### src/rtl/fetch_unit.sv
// Instruction-fetch front end: owns the fetch PC, issues imem reads, buffers
// sequential words in a DEPTH-entry FIFO, and handles redirect, data stall and halt.
module fetch_unit #(
    parameter int                WORD_W  = 32,
    parameter logic [WORD_W-1:0] PC_INIT = '0,
    parameter int                DEPTH   = 4
) (
    input  logic                       CLK,
    input  logic                       nRST,
    input  logic                       ihit,
    input  logic [WORD_W-1:0]          imemload,
    output logic                       imemREN,
    output logic [WORD_W-1:0]          imemaddr,
    input  logic                       dstall,
    input  logic                       redirect,
    input  logic [WORD_W-1:0]          redirect_pc,
    input  logic                       halt_in,
    output logic                       instr_valid,
    output logic [WORD_W-1:0]          instr,
    output logic [WORD_W-1:0]          instr_pc,
    input  logic                       instr_ready,
    output logic                       halt,
    output logic [$clog2(DEPTH):0]     count
);
    localparam int PW = $clog2(DEPTH);
    localparam int CW = PW + 1;
    localparam logic [CW-1:0] DEPTH_C = CW'(DEPTH);

    typedef enum logic [1:0] {S_IDLE, S_REQ, S_HALTED} state_t;

    state_t            r_state;
    logic [WORD_W-1:0] r_fpc;
    logic              r_halt;
    logic [CW-1:0]     r_count;
    logic [PW-1:0]     r_wptr;
    logic [PW-1:0]     r_rptr;
    logic [WORD_W-1:0] r_q_instr [DEPTH];
    logic [WORD_W-1:0] r_q_pc    [DEPTH];

    logic              w_push;
    logic              w_pop;
    logic              w_flush;
    logic              w_can_req;
    logic [CW-1:0]     w_cnt_next;
    logic [WORD_W-1:0] w_redir_pc;

    // Halt takes priority over both redirect and a completing fetch.
    assign w_push      = (r_state == S_REQ) && ihit && !redirect && !halt_in;
    assign w_pop       = instr_valid && instr_ready;
    assign w_flush     = (r_state != S_HALTED) && redirect && !halt_in;
    assign w_cnt_next  = r_count + CW'(w_push) - CW'(w_pop);
    assign w_can_req   = !dstall && (w_cnt_next < DEPTH_C);
    assign w_redir_pc  = redirect_pc & ~WORD_W'(3);

    assign imemREN     = (r_state == S_REQ) && !redirect && !halt_in;
    assign imemaddr    = r_fpc;
    assign instr_valid = (r_count != '0) && !r_halt;
    assign instr       = r_q_instr[r_rptr];
    assign instr_pc    = r_q_pc[r_rptr];
    assign halt        = r_halt;
    assign count       = r_count;

    always_ff @(posedge CLK or negedge nRST) begin
        if (!nRST) begin
            r_state <= S_IDLE;
            r_fpc   <= PC_INIT;
            r_halt  <= 1'b0;
        end else if (r_state != S_HALTED) begin
            if (halt_in) begin
                r_state <= S_HALTED;
                r_halt  <= 1'b1;
            end else if (redirect) begin
                r_fpc   <= w_redir_pc;
                r_state <= S_IDLE;
            end else if (r_state == S_REQ && !ihit) begin
                r_state <= S_REQ;
            end else begin
                if (w_push)
                    r_fpc <= r_fpc + WORD_W'(4);
                r_state <= w_can_req ? S_REQ : S_IDLE;
            end
        end
    end

    always_ff @(posedge CLK or negedge nRST) begin
        if (!nRST) begin
            r_wptr  <= '0;
            r_rptr  <= '0;
            r_count <= '0;
        end else if (w_flush) begin
            r_wptr  <= '0;
            r_rptr  <= '0;
            r_count <= '0;
        end else begin
            if (w_push)
                r_wptr <= r_wptr + 1'b1;
            if (w_pop)
                r_rptr <= r_rptr + 1'b1;
            r_count <= w_cnt_next;
        end
    end

    // Queue storage carries no reset; occupancy alone decides what is visible.
    always_ff @(posedge CLK) begin
        if (w_push) begin
            r_q_instr[r_wptr] <= imemload;
            r_q_pc[r_wptr]    <= r_fpc;
        end
    end
endmodule

### config.mk
export PLATFORM = sky130hd
export DESIGN_NAME = fetch_unit
export DESIGN_NICKNAME = d
export VERILOG_FILES = /design/src/rtl/fetch_unit.sv
export SDC_FILE = /design/constraint.sdc
export NUM_CORES = 1
export LEC_CHECK = 0
export ABC_AREA = 1
export CORE_MARGIN = 3
export CORE_UTILIZATION = 49
export DETAILED_ROUTE_END_ITERATION = 6
export PLACE_DENSITY_LB_ADDON = 0.15
export SLEW_MARGIN = 40
export SYNTH_ARGS = -nofsm -noshare
export SYNTH_HDL_FRONTEND = slang
export SYNTH_SLANG_ARGS = --single-unit
### constraint.sdc
create_clock -name CLK -period 3.85 [get_ports CLK]
set_clock_uncertainty 0.1 [all_clocks]
set_input_delay 0.385 -clock CLK [delete_from_list [all_inputs] [get_ports CLK]]
set_output_delay 0.385 -clock CLK [all_outputs]
set_load 0.005 [all_outputs]
==> impl_summary.md <==
Placed design
Routability-driven placement finished with a final weighted congestion of 0.878. The half-perimeter wire length of the detailed placement result is 17.0 mm. The number of port buffers is 166. The count of placed standard cells including taps is 1505.

GRT
The initial antenna violation count came to 0. Global routing consumed, on the met2 layer, 33.5% of the routing resources. The global-route congestion overflow total is 0. In the global route stage, met1 resource usage came out at 29.3%. The first global-routing pass estimated 43.2 mm of wire. Global routing used 20.4% of the available tracks across all layers. For this run, global-route usage on met3 was measured as 2.99%. The maximum number of pins on one net before global-route repair is 63. The number of global-route vias before repair is 8184. The layer with the highest usage is met2.

Setup path
The number of buffers and inverters on the critical path is 3. The kind of critical path is reg2out. In this run the worst setup path terminates at instr_pc[7]. The startpoint identified for the worst register-to-register timing path is count[1]. Across all register-to-register paths, the minimum setup slack is 1.49 ns. The end of the worst register-to-register path is r_state[0]. Of all nets on the critical path, the largest fanout is 46. The endpoint kind of the worst setup timing path is an output pin. Data on the critical path arrives at its endpoint at 2.82 ns. Counting cells, the worst reg-to-reg path comes to 11. The worst stage delay on the critical path is 0.67 ns. The cell with the largest stage delay on the worst path is sky130_fd_sc_hd__dfrtp_4. In this run the worst setup path begins at r_rptr[0]. The gate family responsible for the most delay along the worst path is buffers and inverters. The required time at the endpoint of the critical path is 3.37 ns. The element type at the critical path start is a flip-flop. Walking the worst path, the cells encountered are inv_4 > buf_4 > o21ai_0 > o22ai_1 > clkdlybuf4s50_1. Counting buffers and inverters, the worst setup path is 5 cells deep.

STA
In the finished design, the share of the clock period the worst path needs comes to 85.9%. Setup repair after global routing left no endpoint under its margin. Static timing analysis puts the maximum clock frequency at 303 MHz. The worst hold slack is 0.264 ns.

The relative max-transition margin is 51.7%. The number of endpoints failing setup at the final stage is 0. The number of max-slew violations in the final report is 0.

Counting I/O delays and the setup requirement, the final critical path takes 3.31 ns. The final count of hold timing violations is 0. At the pin with the least slew margin, the transition time is 0.724 ns.

Die
The overall die height is 163 um. The number of placement rows is 56. For this design the top-level I/O count stands at 173.

The floorplan step defined a die boundary enclosing 26700 um^2. The core region is 23900 um^2. From left edge to right edge, the die measures 163 um. The initial core utilization is 50.8%.

Finish
After the last flow step, the layout net total stands at 1297. The number of antenna diodes in the final layout is 0. Of the cells placed in the final design, the portion with a size suffix greater than 1 is 8.07%.

The growth of design area from synthesis to finish is 24.6%. The non-filler instance count after layout is 1558.

Run status
The run finished with clean final reports.

Routing
The average routed wire per standard cell is 17.6 um. The detailed router finished its first iteration with 519 violations. Using the TritonRoute via totals, the vias-per-cell ratio works out to 5.39. In this run the remaining antenna-violating nets after routing total 0.

The number of optimization iterations in the first detailed-route pass is 5. For this run, design rule violations remaining after detail routing come to 0. Wires add up to 27.4 mm. The via count of the routed design is 8390.

Worst hold path
The min-delay analysis places its worst path in the category in2async.

Yosys
The number of enable-type register cells in the synthesized netlist is 248. The proportion of synthesized chip area in sequential cells is 69.7%. The post-synthesis cell count is 1054. The top cell type by total area after synthesis is sky130_fd_sc_hd__edfxtp_1. The share of synthesized area in the top cell type comes to 61.4%.

After synthesis, the most frequently instantiated cells are sky130_fd_sc_hd__edfxtp_1 (248), sky130_fd_sc_hd__nor2_1 (202), sky130_fd_sc_hd__o21ai_0 (143), sky130_fd_sc_hd__nand2_1 (136), sky130_fd_sc_hd__o22ai_1 (63). The most common cell in the synthesized netlist is sky130_fd_sc_hd__edfxtp_1. Synthesis inferred 288 register bits.

A synthesized cell averages 11.5 um^2. The area of the mapped netlist is 12100 um^2. The most instantiated flip-flop cell in the synthesis netlist is sky130_fd_sc_hd__edfxtp_1. The count of different cell masters after synthesis is 43.

Counting flops with an async set or reset pin after synthesis yields a share of 13.9%. During synthesis, Yosys emitted a total of 0 warnings. Yosys attributes the largest share of cell area to sky130_fd_sc_hd__edfxtp_1 (61%), sky130_fd_sc_hd__dfrtp_1 (8.3%), sky130_fd_sc_hd__nor2_1 (6.3%).

Pwr
The leakage power is 5.62 nW. The completed layout was analyzed and its total power is 6.37 mW. VDD sags by at most 280 uV. For this design the ratio of total power to cell area is 422 nW/um^2.

Job
The tool flagged a number of max-cap violations equal to 0.

CTS
In this run the number of H-tree levels came out at 1. The CTS tree is done. The root buffer cell chosen for the clock tree is sky130_fd_sc_hd__clkbuf_16.

Clock-pin slew was measured on the worst setup and hold paths at 0.06 ns. The clock net in this run drives a total of 288 sinks. The clock latency at the later pin of the worst-skew pair is 0.53 ns.

The TritonCTS buffer count is 29. The maximum clock path buffer count is 3.
==> cell families (layout without fill, tap and decap cells) <==
group	count (synthesis)	count (layout)	synth area share, %
DFF	288	288	69.7
xor gates and xnor gates	5	5	0.361
other	1	4	0.0309
buffers and inverters	111	293	4.04
and+or+nand+nor	410	410	14.6
AOI/OAI and AO/OA	231	231	10.4
adders and majority gates	8	8	0.887
==> worst reg2reg max path: stages (launching register included) <==
cell and delay [ns]:
sky130_fd_sc_hd__dfrtp_1 0.42, sky130_fd_sc_hd__inv_1 0.13, sky130_fd_sc_hd__nand3_1 0.08, sky130_fd_sc_hd__nand3_1 0.16, sky130_fd_sc_hd__inv_1 0.07, sky130_fd_sc_hd__ha_1 0.27
sky130_fd_sc_hd__inv_1 0.04, sky130_fd_sc_hd__ha_1 0.18, sky130_fd_sc_hd__fa_1 0.38, sky130_fd_sc_hd__xor2_1 0.22, sky130_fd_sc_hd__nor2_1 0.06, sky130_fd_sc_hd__o21a_1 0.16
==> flip-flops by register name, indices dropped and copies added, names as in the netlist <==
name,count
halt,1
r_q_instr,128
r_rptr,2
r_wptr,2
imemaddr,30
count,3
r_q_pc,120
r_state,2
==> timing repair <==
item	in CTS	in global routing
resized for setup	0	0
setup buffers	0	0
endpoints found under the hold margin	22	0
hold buffers	1	0
setup endpoints to repair	0	0
==> worst min-delay path by stage <==
stage / startpoint / endpoint / slack, ns
6_report: nRST / imemaddr[28] / 0.26
5_1_grt: nRST / imemaddr[28] / 0.30
4_1_cts: nRST / imemaddr[28] / 0.27
3_5_place_dp: nRST / imemaddr[28] / 0.30
3_3_place_gp: nRST / imemaddr[24] / 0.30
2_1_floorplan: nRST / count[0] / -0.01
==> routing by layer <==
layer	part of all wire (%)	vias to the layer above
li1	-	4039
met1	45	4030
met2	47	288
met3	6.9	33
met4	1.7	0
met5	0	-
==> through the flow <==
step	setup TNS (ns)	instance area (um^2)	worst slack (ns)	util (%)
after floorplan	-66.78	12100	-0.269	-
after global placement	0	14100	0.981	59.1
after detailed placement	0	14100	0.938	59.1
after CTS	0	15100	0.502	63.2
after global routing	0	15100	0.360	63.2
final	0	15100	0.544	63.2
==> placed cells by master (no fill, tap or decap), types with 4 or more instances in the layout <==
master                            instances
sky130_fd_sc_hd__nand3_1                 36
sky130_fd_sc_hd__buf_4                   18
sky130_fd_sc_hd__ha_1                     7
sky130_fd_sc_hd__o21ai_0                143
sky130_fd_sc_hd__nand2_2                  6
sky130_fd_sc_hd__clkbuf_1                 5
sky130_fd_sc_hd__conb_1                   4
sky130_fd_sc_hd__nor2_4                   9
sky130_fd_sc_hd__nor2_1                 198
sky130_fd_sc_hd__edfxtp_1               248
sky130_fd_sc_hd__bufinv_16                6
sky130_fd_sc_hd__a21oi_1                 13
sky130_fd_sc_hd__clkinv_1                 4
sky130_fd_sc_hd__clkdlybuf4s50_1        165
sky130_fd_sc_hd__clkinv_2                 7
sky130_fd_sc_hd__nand2_1                136
sky130_fd_sc_hd__dfrtp_1                 38
sky130_fd_sc_hd__inv_1                   51
sky130_fd_sc_hd__clkbuf_16               29
sky130_fd_sc_hd__o22ai_1                 63
sky130_fd_sc_hd__nor2_2                   5
==> final cells by class <==
class / instances / area, um^2
Inverter: 54 / 205
Tap cell: 319 / 399
Clock inverter: 18 / 238
Sequential cell: 288 / 8450
Multi-Input combinational cell: 658 / 3230
Fill cell: 1895 / 8780
Clock buffer: 34 / 744
Timing Repair Buffer: 187 / 1840
==> where the power goes <==
part,internal (mW),switching [mW],leakage (nW)
clock,1.77,1.11,0.482
combinational,0.0705,0.0523,2.24
sequential,3.37,0,2.89
Power figures use the tool's default switching activity.
